<file path="src/rtl/uart_caesar_decoder_if.sv">
// Serial-side signal bundle of the Caesar UART decoder.
// The slave modport is the decoder's view; master is the board/bench side.
`timescale 1ns/1ps
interface uart_caesar_decoder_if;
    logic uart_rx;
    logic uart_cts_n;
    logic uart_tx;
    logic overflow;
    logic frame_err;

    modport master (
        output uart_rx,
        output uart_cts_n,
        input  uart_tx,
        input  overflow,
        input  frame_err
    );

    modport slave (
        input  uart_rx,
        input  uart_cts_n,
        output uart_tx,
        output overflow,
        output frame_err
    );
endinterface

</file>
<file path="src/rtl/uart_caesar_decoder.sv">
// 8N1 receiver -> Caesar decrypt -> byte FIFO -> CTS-gated 8N1 transmitter.
// Define UART_CAESAR_DEC_FRAME_CHECK_EN to drop frames with a low stop bit and pulse frame_err.
`timescale 1ns/1ps
module uart_caesar_decoder #(
    parameter int CLK_FREQ = 50_000_000,
    parameter int BAUD     = 115_200,
    parameter int SHIFT    = 3,
    parameter int DEPTH    = 8
) (
    input  logic                  clk50,
    input  logic                  reset_n,
    uart_caesar_decoder_if.slave  bus
);
    localparam int BIT_CLKS  = CLK_FREQ / BAUD;
    localparam int HALF_CLKS = BIT_CLKS / 2;
    localparam int CW        = $clog2(BIT_CLKS);
    localparam int AW        = $clog2(DEPTH);
    localparam logic [CW-1:0] BIT_LAST  = CW'(BIT_CLKS - 1);
    localparam logic [CW-1:0] HALF_LAST = CW'(HALF_CLKS - 1);
    localparam logic [5:0]    ROT       = 6'(26 - SHIFT);

    typedef enum logic [1:0] {RX_IDLE, RX_START, RX_DATA, RX_STOP} rx_state_t;
    typedef enum logic [1:0] {TX_IDLE, TX_START, TX_DATA, TX_STOP} tx_state_t;

    // Rotating back by SHIFT is done as rotating forward by 26-SHIFT, so the sum stays non-negative.
    function automatic logic [7:0] caesar_decrypt(input logic [7:0] c);
        logic [7:0] base;
        logic [5:0] rot;
        logic       is_letter;
        base      = 8'h00;
        is_letter = 1'b0;
        if (c >= 8'h41 && c <= 8'h5A) begin
            base      = 8'h41;
            is_letter = 1'b1;
        end else if (c >= 8'h61 && c <= 8'h7A) begin
            base      = 8'h61;
            is_letter = 1'b1;
        end
        rot = 6'(c - base) + ROT;
        if (rot >= 6'd26)
            rot = rot - 6'd26;
        caesar_decrypt = is_letter ? (base + {2'b00, rot}) : c;
    endfunction

    logic rx_meta, rx_sync, rx_prev;
    logic cts_meta, cts_sync;

    always_ff @(posedge clk50 or negedge reset_n) begin
        if (!reset_n) begin
            rx_meta  <= 1'b1;
            rx_sync  <= 1'b1;
            rx_prev  <= 1'b1;
            cts_meta <= 1'b1;
            cts_sync <= 1'b1;
        end else begin
            rx_meta  <= bus.uart_rx;
            rx_sync  <= rx_meta;
            rx_prev  <= rx_sync;
            cts_meta <= bus.uart_cts_n;
            cts_sync <= cts_meta;
        end
    end

    rx_state_t       rx_state;
    logic [CW-1:0]   rx_cnt;
    logic [2:0]      rx_bit;
    logic [7:0]      rx_shift;
    logic            rx_stop_tick;
    logic            rx_push;
    logic [7:0]      rx_byte;

    assign rx_stop_tick = (rx_state == RX_STOP) && (rx_cnt == BIT_LAST);
    assign rx_byte      = caesar_decrypt(rx_shift);

    always_ff @(posedge clk50 or negedge reset_n) begin
        if (!reset_n) begin
            rx_state <= RX_IDLE;
            rx_cnt   <= '0;
            rx_bit   <= '0;
        end else begin
            unique case (rx_state)
                RX_IDLE: begin
                    rx_cnt <= '0;
                    rx_bit <= '0;
                    if (rx_prev && !rx_sync)
                        rx_state <= RX_START;
                end
                RX_START: begin
                    if (rx_cnt == HALF_LAST) begin
                        rx_cnt   <= '0;
                        rx_state <= rx_sync ? RX_IDLE : RX_DATA;
                    end else begin
                        rx_cnt <= rx_cnt + 1'b1;
                    end
                end
                RX_DATA: begin
                    if (rx_cnt == BIT_LAST) begin
                        rx_cnt <= '0;
                        rx_bit <= rx_bit + 1'b1;
                        if (rx_bit == 3'd7)
                            rx_state <= RX_STOP;
                    end else begin
                        rx_cnt <= rx_cnt + 1'b1;
                    end
                end
                RX_STOP: begin
                    if (rx_cnt == BIT_LAST) begin
                        rx_cnt   <= '0;
                        rx_state <= RX_IDLE;
                    end else begin
                        rx_cnt <= rx_cnt + 1'b1;
                    end
                end
                default: rx_state <= RX_IDLE;
            endcase
        end
    end

    always_ff @(posedge clk50) begin
        if (rx_state == RX_DATA && rx_cnt == BIT_LAST)
            rx_shift <= {rx_sync, rx_shift[7:1]};
    end

`ifdef UART_CAESAR_DEC_FRAME_CHECK_EN
    localparam logic [CW-1:0] STOP_PRE = CW'(BIT_CLKS - 2);
    logic frame_err_q;

    assign rx_push = rx_stop_tick && rx_sync;

    // rx_meta one cycle before the stop sample is exactly rx_sync at the stop sample,
    // so the registered pulse lands on the push cycle itself.
    always_ff @(posedge clk50 or negedge reset_n) begin
        if (!reset_n)
            frame_err_q <= 1'b0;
        else
            frame_err_q <= (rx_state == RX_STOP) && (rx_cnt == STOP_PRE) && !rx_meta;
    end

    assign bus.frame_err = frame_err_q;
`else
    assign rx_push       = rx_stop_tick;
    assign bus.frame_err = 1'b0;
`endif

    logic [7:0]  fifo_mem [DEPTH];
    logic [AW:0] wr_ptr, rd_ptr;
    logic        fifo_full, fifo_empty;
    logic        push_ok;
    logic        tx_pop;
    logic        overflow_q;
    tx_state_t   tx_state;

    assign fifo_full  = (wr_ptr[AW] != rd_ptr[AW]) && (wr_ptr[AW-1:0] == rd_ptr[AW-1:0]);
    assign fifo_empty = (wr_ptr == rd_ptr);
    assign tx_pop     = (tx_state == TX_IDLE) && !fifo_empty && !cts_sync;
    // A pop in the same cycle frees the slot the push lands in.
    assign push_ok    = rx_push && (!fifo_full || tx_pop);

    always_ff @(posedge clk50) begin
        if (push_ok)
            fifo_mem[wr_ptr[AW-1:0]] <= rx_byte;
    end

    always_ff @(posedge clk50 or negedge reset_n) begin
        if (!reset_n) begin
            wr_ptr     <= '0;
            rd_ptr     <= '0;
            overflow_q <= 1'b0;
        end else begin
            if (push_ok)
                wr_ptr <= wr_ptr + 1'b1;
            if (tx_pop)
                rd_ptr <= rd_ptr + 1'b1;
            if (rx_push && fifo_full && !tx_pop)
                overflow_q <= 1'b1;
        end
    end

    assign bus.overflow = overflow_q;

    logic [CW-1:0] tx_cnt;
    logic [2:0]    tx_bit;
    logic [7:0]    tx_shift;
    logic          tx_line;
    logic          tx_shift_en;

    assign tx_shift_en = (tx_cnt == BIT_LAST) &&
                         ((tx_state == TX_START) || (tx_state == TX_DATA && tx_bit != 3'd7));

    always_ff @(posedge clk50) begin
        if (tx_pop)
            tx_shift <= fifo_mem[rd_ptr[AW-1:0]];
        else if (tx_shift_en)
            tx_shift <= {1'b0, tx_shift[7:1]};
    end

    always_ff @(posedge clk50 or negedge reset_n) begin
        if (!reset_n) begin
            tx_state <= TX_IDLE;
            tx_cnt   <= '0;
            tx_bit   <= '0;
            tx_line  <= 1'b1;
        end else begin
            unique case (tx_state)
                TX_IDLE: begin
                    tx_cnt <= '0;
                    tx_bit <= '0;
                    if (tx_pop) begin
                        tx_state <= TX_START;
                        tx_line  <= 1'b0;
                    end else begin
                        tx_line  <= 1'b1;
                    end
                end
                TX_START: begin
                    if (tx_cnt == BIT_LAST) begin
                        tx_cnt   <= '0;
                        tx_state <= TX_DATA;
                        tx_line  <= tx_shift[0];
                    end else begin
                        tx_cnt <= tx_cnt + 1'b1;
                    end
                end
                TX_DATA: begin
                    if (tx_cnt == BIT_LAST) begin
                        tx_cnt <= '0;
                        if (tx_bit == 3'd7) begin
                            tx_state <= TX_STOP;
                            tx_line  <= 1'b1;
                        end else begin
                            tx_bit  <= tx_bit + 1'b1;
                            tx_line <= tx_shift[0];
                        end
                    end else begin
                        tx_cnt <= tx_cnt + 1'b1;
                    end
                end
                TX_STOP: begin
                    if (tx_cnt == BIT_LAST) begin
                        tx_cnt   <= '0;
                        tx_state <= TX_IDLE;
                    end else begin
                        tx_cnt <= tx_cnt + 1'b1;
                    end
                end
                default: begin
                    tx_state <= TX_IDLE;
                    tx_line  <= 1'b1;
                end
            endcase
        end
    end

    assign bus.uart_tx = tx_line;
endmodule

</file>
<file path="src/flat_wrapper.sv">
// flat-port wrapper written by rule: the top's interface ports become plain ports
module uart_caesar_decoder_flat 
#(
    parameter int CLK_FREQ = 50_000_000,
    parameter int BAUD     = 115_200,
    parameter int SHIFT    = 3,
    parameter int DEPTH    = 8
)
  (clk50, reset_n, bus_uart_rx, bus_uart_cts_n, bus_uart_tx, bus_overflow, bus_frame_err);
  uart_caesar_decoder_if bus_i ();
  input  logic clk50;
  input  logic reset_n;
  input wire logic [$bits(bus_i.uart_rx)-1:0] bus_uart_rx;
  input wire logic [$bits(bus_i.uart_cts_n)-1:0] bus_uart_cts_n;
  output wire logic [$bits(bus_i.uart_tx)-1:0] bus_uart_tx;
  output wire logic [$bits(bus_i.overflow)-1:0] bus_overflow;
  output wire logic [$bits(bus_i.frame_err)-1:0] bus_frame_err;
  assign bus_i.uart_rx = bus_uart_rx;
  assign bus_i.uart_cts_n = bus_uart_cts_n;
  assign bus_uart_tx = bus_i.uart_tx;
  assign bus_overflow = bus_i.overflow;
  assign bus_frame_err = bus_i.frame_err;
  uart_caesar_decoder #(.CLK_FREQ(CLK_FREQ), .BAUD(BAUD), .SHIFT(SHIFT), .DEPTH(DEPTH)) u_core (.clk50(clk50), .reset_n(reset_n), .bus(bus_i));
endmodule
</file>
<file path="config.mk">
export PLATFORM = sky130hd
export DESIGN_NAME = uart_caesar_decoder_flat
export DESIGN_NICKNAME = d
export VERILOG_FILES = /design/src/rtl/uart_caesar_decoder_if.sv /design/src/rtl/uart_caesar_decoder.sv /design/src/flat_wrapper.sv
export SDC_FILE = /design/constraint.sdc
export NUM_CORES = 1
export LEC_CHECK = 0
export CORE_ASPECT_RATIO = 1.5
export CORE_MARGIN = 5
export CORE_UTILIZATION = 40
export DETAILED_ROUTE_END_ITERATION = 16
export HOLD_SLACK_MARGIN = 0.1
export PLACE_DENSITY = 0.59
export SLEW_MARGIN = 20
export SYNTH_ARGS = -nofsm -noshare
export SYNTH_HDL_FRONTEND = slang
export SYNTH_SLANG_ARGS = --single-unit
</file>
<file path="constraint.sdc">
create_clock -name clk50 -period 11.73 [get_ports clk50]
set_clock_uncertainty 0.05 [all_clocks]
set_input_delay 1.7595 -clock clk50 [delete_from_list [all_inputs] [get_ports clk50]]
set_output_delay 1.7595 -clock clk50 [all_outputs]
set_load 0.05 [all_outputs]
</file>
# Word level (Yosys, flattened, before mapping)
# Memory sizes are Yosys's and may differ from the RTL's.
# Cells that the tools add are included.
dict set report totals {
  n_memories 1
  romBits 0
  ff_bits 59
  mem_bits_rw 64
  latchBits 0
  out_inout_bits 3
  word_cells 130
  in_bits 4
}
# memory words word_bits rd rd_clocked_by_memory_dff wr line_no
set memory_table {}
lappend memory_table {u_core.fifo_mem 8 8 1 0 1 uart_caesar_decoder.sv:145} ;# logic [7:0] fifo_mem [DEPTH];
dict set report classes {
  add_sub_neg 10
  div_mod_pow 0
  n_bitwise 0
  eq_ne 26
  mul 0
  magnitude_cmp 5
  n_shift 0
  n_mux 38
  reduce_logical 33
}
# cell count
set ops {}
lappend ops {{two-way mux 9 bit} 3}
lappend ops {{case mux 9 bit (3 select lines)} 1}
lappend ops {{two-way mux 8 bit} 3}
lappend ops {{two-way mux 2 bit} 11}
lappend ops {{adder 9 x 1 -> 9 bit, second input constant} 2}
lappend ops {{== test 9 bit, second input constant} 2}
lappend ops {{case mux 9 bit (2 select lines)} 1}
lappend ops {{>= comparator 8 x 7 -> 1 bit, second input constant} 2}
lappend ops {{<= comparator 8 x 7 -> 1 bit, second input constant} 2}
lappend ops {{case mux 2 bit (4 select lines)} 2}
lappend ops {{two-way mux 7 bit} 2}
lappend ops {{logical AND 1 bit} 13}
lappend ops {{inequality test 2 x 1 -> 1 bit, second input constant} 6}
lappend ops {{case mux 3 bit (2 select lines)} 2}
lappend ops {{inequality test 2 bit, second input constant} 5}
lappend ops {{AND reduction 5 bit} 2}
lappend ops {{== test 9 x 8 -> 1 bit, second input constant} 1}
lappend ops {{two-way mux 3 bit} 3}
lappend ops {{adder 4 x 1 -> 4 bit, second input constant} 2}
lappend ops {{adder 7 x 6 -> 8 bit} 1}
lappend ops {{== test 2 bit, second input constant} 4}
lappend ops {{two-way mux 1 bit} 8}
lappend ops {{adder 3 x 1 -> 3 bit, second input constant} 2}
lappend ops {{adder 6 x 5 -> 6 bit, second input constant} 1}
lappend ops {{other kinds (20)} 31}

# Longest topological paths before layout
dict set report logic_depth {
  depth_word 10
  mapped_depth 21
  ltp_nobuf 21
}

# Least setup slack after synthesis
# OpenSTA, ideal clock, no wires.
dict set report synth_path {
  kind {reg-to-reg}
  from {register u_core.rx_shift[2]}
  to {memory u_core.fifo_mem[0][5], data pin}
  n_path_buf 0
  arrival_ns 4.196
  required_time_ns 11.399
  setup_time_ns 0.281
  stages_incl_launch_ff 20
  path_slack_ns 7.203
  synth_period_minus_slack_ns 4.527
  cell_sequence {edfxtp_1 -> inv_1 -> ha_1 -> and2_1 -> o21ai_1 -> o31a_1 -> clkinv_1 -> ha_1 -> ha_1 -> inv_1 -> fa_1 -> ha_1 -> nor2_1 -> a21oi_1 -> nor3b_1 -> ha_1 -> and2_1 -> o2111a_1 -> a31o_1 -> a211o_1}
}
dict set report synth_between {
  elab_chain_len 10
  elab_cells_between_ends 17
  classes_between {add/sub: 4; order compare: 5; mux: 6; reduce/logical: 2}
}
# item line_no
set synth_rtl {}
lappend synth_rtl {{start: declaration} uart_caesar_decoder.sv:67} ;# logic [7:0] rx_shift;
lappend synth_rtl {{start signal: assignment} uart_caesar_decoder.sv:121} ;# rx_shift <= {rx_sync, rx_shift[7:1]};
lappend synth_rtl {{>= comparator 8 x 7 -> 1 bit or <= comparator 8 x 7 -> 1 bit (tied branches)} uart_caesar_decoder.sv:35} ;# end else if (c >= 8'h61 && c <= 8'h7A) begin
lappend synth_rtl {{logical AND 1 bit} uart_caesar_decoder.sv:35}
lappend synth_rtl {{two-way mux 7 bit} uart_caesar_decoder.sv:35}
lappend synth_rtl {{two-way mux 7 bit} uart_caesar_decoder.sv:32} ;# if (c >= 8'h41 && c <= 8'h5A) begin
lappend synth_rtl {{subtractor 6 bit} uart_caesar_decoder.sv:39} ;# rot = 6'(c - base) + ROT;
lappend synth_rtl {{adder 6 x 5 -> 6 bit} uart_caesar_decoder.sv:39}
lappend synth_rtl {{subtractor 6 x 5 -> 6 bit or >= comparator 6 x 5 -> 1 bit (tied branches)} {uart_caesar_decoder.sv:41, uart_caesar_decoder.sv:40}}
lappend synth_rtl {{two-way mux 6 bit} uart_caesar_decoder.sv:40} ;# if (rot >= 6'd26)
lappend synth_rtl {{adder 7 x 6 -> 8 bit} uart_caesar_decoder.sv:42} ;# caesar_decrypt = is_letter ? (base + {2'b00, rot}) : c;
lappend synth_rtl {{two-way mux 8 bit (*)} uart_caesar_decoder.sv:42}
lappend synth_rtl {{via u_core.rx_byte[5]} uart_caesar_decoder.sv:70} ;# logic [7:0] rx_byte;
lappend synth_rtl {{end: declaration} uart_caesar_decoder.sv:145}
# Mark *: on every way through the listed nets, which the timed path passes. The rest lies on a longest branch.

# Worst setup path in the final report
# Same ends and word-level chain as after synthesis.

==> metrics.yaml <==
cp-end-kind: "flip-flop"
antenna_found_initial: 0
row_count: 53
synth_top_cell_by_area: "edfxtp_1"
wl_mm: 10.09
drv_slew: 0
synth_ff_type: "edfxtp_1"
maxCapViolCount: 0
cts_tree: "yes"
area_growth_pct: 13.47
yosys_warnings: 0
ys_seq_area_share_pct: 60.51
yosys_register_bits: 123
clockBufferDepth: 2
setup_viol: 0
grt.overflow.total: 0
max_freq_mhz: 194.4
vias_per_cell: 5.099
grt_pass1_vias: 3363
rsz0062_at_grt: "no"
syn_inst: 419
place_area_um2: 6020
grt_max_degree: 44
fin_cells: 637
core_um2: 14060
finalCritPeriodShare_pct: 43.86
powerDensity_nw_per_um2: 147.4
ir_drop_uv: 90.88
port_buffers: 5
fin_setup_tns_ps: 0
die_w_um: 108.0
post-route-drc-count: 0
num_vias: 3248
syn_nets: 450
nNetsFinal: 465
yosys-top-cells-area: "edfxtp_1, dfrtp_1, mux4_2"
synth_area_um2: 5761
dieArea_um2: 16950
diodes: 0
hold_class: "flip-flop to flip-flop"
postCtsHoldBufs: 0
yosysTopAreaCellShare_pct: 41.70
hold_viol_final: 0
place_congestion: 0.8894
clk_pin_slew_ps: 50
crit_fanout: 10
final_common_cell: "edfxtp_1"
die_h_um: 157.0
cp-start-kind: "flip-flop"
cp_data_arrival_time_ps: 5210
clock_latency_ps: 400
tightest_slew_ps: 1126
cts_setup_buffers: 0
h-tree-depth: 4
clock-sinks: 123
dpl.cell_count: 607
critPathKind: "flip-flop to flip-flop"
wl_per_cell_um: 15.84
num_io_pins: 7
worst_ep_required_time_ps: 11800
drt_iter0_drc: 121
place_hpwl_mm: 6.875
fin_area_um2: 6536
syn_avg_cell_area_um2: 13.75
post_cts_resized: 0
ant_nets: 0
async_flop_share_pct: 34.96
status: "finished clean"
period_needed_ps: 5145
synth_edf_count: 80
maxSlewHeadroom_pct: 24.66
mostFrequentLayoutCells: "edfxtp_1, nor2_1, dfrtp_1"
grt_usage_pct: 13.49
drive_gt1_share_pct: 14.61
root_buffer: "clkbuf_16"
leakage_nw: 2.459
synthDistinctLibCells: 61
start_util_pct: 40.98
first_pass_iters: 4
grt_first_pass_wirelength_mm: 17.28
fill_cells: 1288
numCtsBuffers: 17
[worst max-delay path, cell delays in order, from the launching register on]
cell      delay (ps)
edfxtp_1         450
inv_1            120
ha_1             200
and2_1           160
o21ai_1          270
o31a_1           310
clkinv_1         290
ha_1             280
ha_1             190
inv_1             70
fa_1             470
ha_1             270
nor2_1           270
a21oi_1           70
nor3b_1          220
ha_1             310
and2_1           170
o2111a_1         140
a31o_1           190
a211o_1          360
[Yosys cell counts, types with 9 or more instances]
| cell type | instances |
|---|---|
| o21ai_0 | 12 |
| ha_1 | 26 |
| xnor2_1 | 18 |
| nand3_1 | 9 |
| inv_1 | 11 |
| mux4_2 | 16 |
| nor2_1 | 42 |
| mux2i_1 | 12 |
| edfxtp_1 | 80 |
| xor2_1 | 12 |
| dfrtp_1 | 37 |
| nand2_1 | 30 |
[routing by layer]
metal	wire, um	global-route usage, %	vias up
li1	-	-	1571
met1	4158	14.85	1613
met2	5467	23.90	45
met3	245	3.939	19
met4	218	6.077	0
met5	0	0	-
[sequential cells by signal, indices dropped and copies added, names as in the netlist, named ones only]
| signal | count |
|---|---|
| u_core.tx_state | 2 |
| u_core.rx_cnt | 9 |
| u_core.fifo_mem | 64 |
| u_core.bus.uart_tx | 1 |
| u_core.rx_sync | 1 |
| u_core.tx_bit | 3 |
| u_core.bus.overflow | 1 |
| u_core.rx_state | 1 |
| u_core.rx_prev | 1 |
| u_core.tx_cnt | 9 |
| u_core.rx_shift | 8 |
| u_core.cts_sync | 1 |
| u_core.tx_shift | 8 |
| u_core.wr_ptr | 4 |
| u_core.cts_meta | 1 |
| u_core.rx_bit | 3 |
| u_core.rx_meta | 1 |
| u_core.rd_ptr | 4 |
[layout make-up]
| class | count | area [um^2] | share of cell area (%) |
|---|---|---|---|
| repair buffers | 9 | 77.57 | 1.187 |
| well taps | 192 | 240.2 | 3.675 |
| multi-input cells | 271 | 2173 | 33.25 |
| flip-flops and latches | 123 | 3486 | 53.33 |
| clock buffers | 19 | 432.9 | 6.623 |
| inverters | 12 | 45.04 | 0.6891 |
| clock inverters | 11 | 81.33 | 1.244 |
[where the power goes]
group | leakage, nW | total [mW] | switching, mW | internal [mW]
Clock | 0.251 | 0.452 | 0.169 | 0.283
Combinational | 0.935 | 0.0322 | 0.0192 | 0.0129
Sequential | 1.27 | 0.479 | 0.0120 | 0.467
Total | 2.46 | 0.963 | 0.200 | 0.763
[final timing paths]
path | startpoint | end | slack [ps] | cells after the start
worst max-delay path | u_core.rx_shift[2] | u_core.fifo_mem[0][5] | 6590 | 19
worst min-delay path | u_core.cts_meta | u_core.cts_sync | 300 | 0
worst max register to register | u_core.rx_shift[2] | u_core.fifo_mem[0][5] | 6590 | 19
worst min register to register | u_core.cts_meta | u_core.cts_sync | 300 | 0
max in group asynchronous | reset_n | u_core.bus.uart_tx | 9960 | 1
min in group asynchronous | reset_n | u_core.rx_cnt[4] | 1290 | 1
[cells by family (layout without fill, tap and decap cells)]
logic type | after synthesis | count (layout) | synth area share [%]
AOI/OAI and AO/OA | 52 | 52 | 6.320
xor gates and xnor gates | 30 | 30 | 4.561
adders and majority gates | 27 | 27 | 5.995
buffers and inverters | 25 | 51 | 1.759
DFF | 123 | 123 | 60.51
muxes | 35 | 35 | 9.709
other | 1 | 1 | 0.06510
and+or+nand+nor | 126 | 126 | 11.08
[metrics by stage]
stage	hold slack (ps)	util (%)	power, mW	worst slack [ps]
2_1_floorplan	295.2	-	0.5098	7203
3_3_place_gp	297.5	42.82	0.5183	6698
3_5_place_dp	300.4	42.82	0.5190	6602
4_1_cts	302.5	46.48	0.9739	6553
5_1_grt	306.0	46.49	1.005	6087
6_report	301.7	46.49	0.9633	6585
Note: power is estimated with default switching activity, not from simulation.
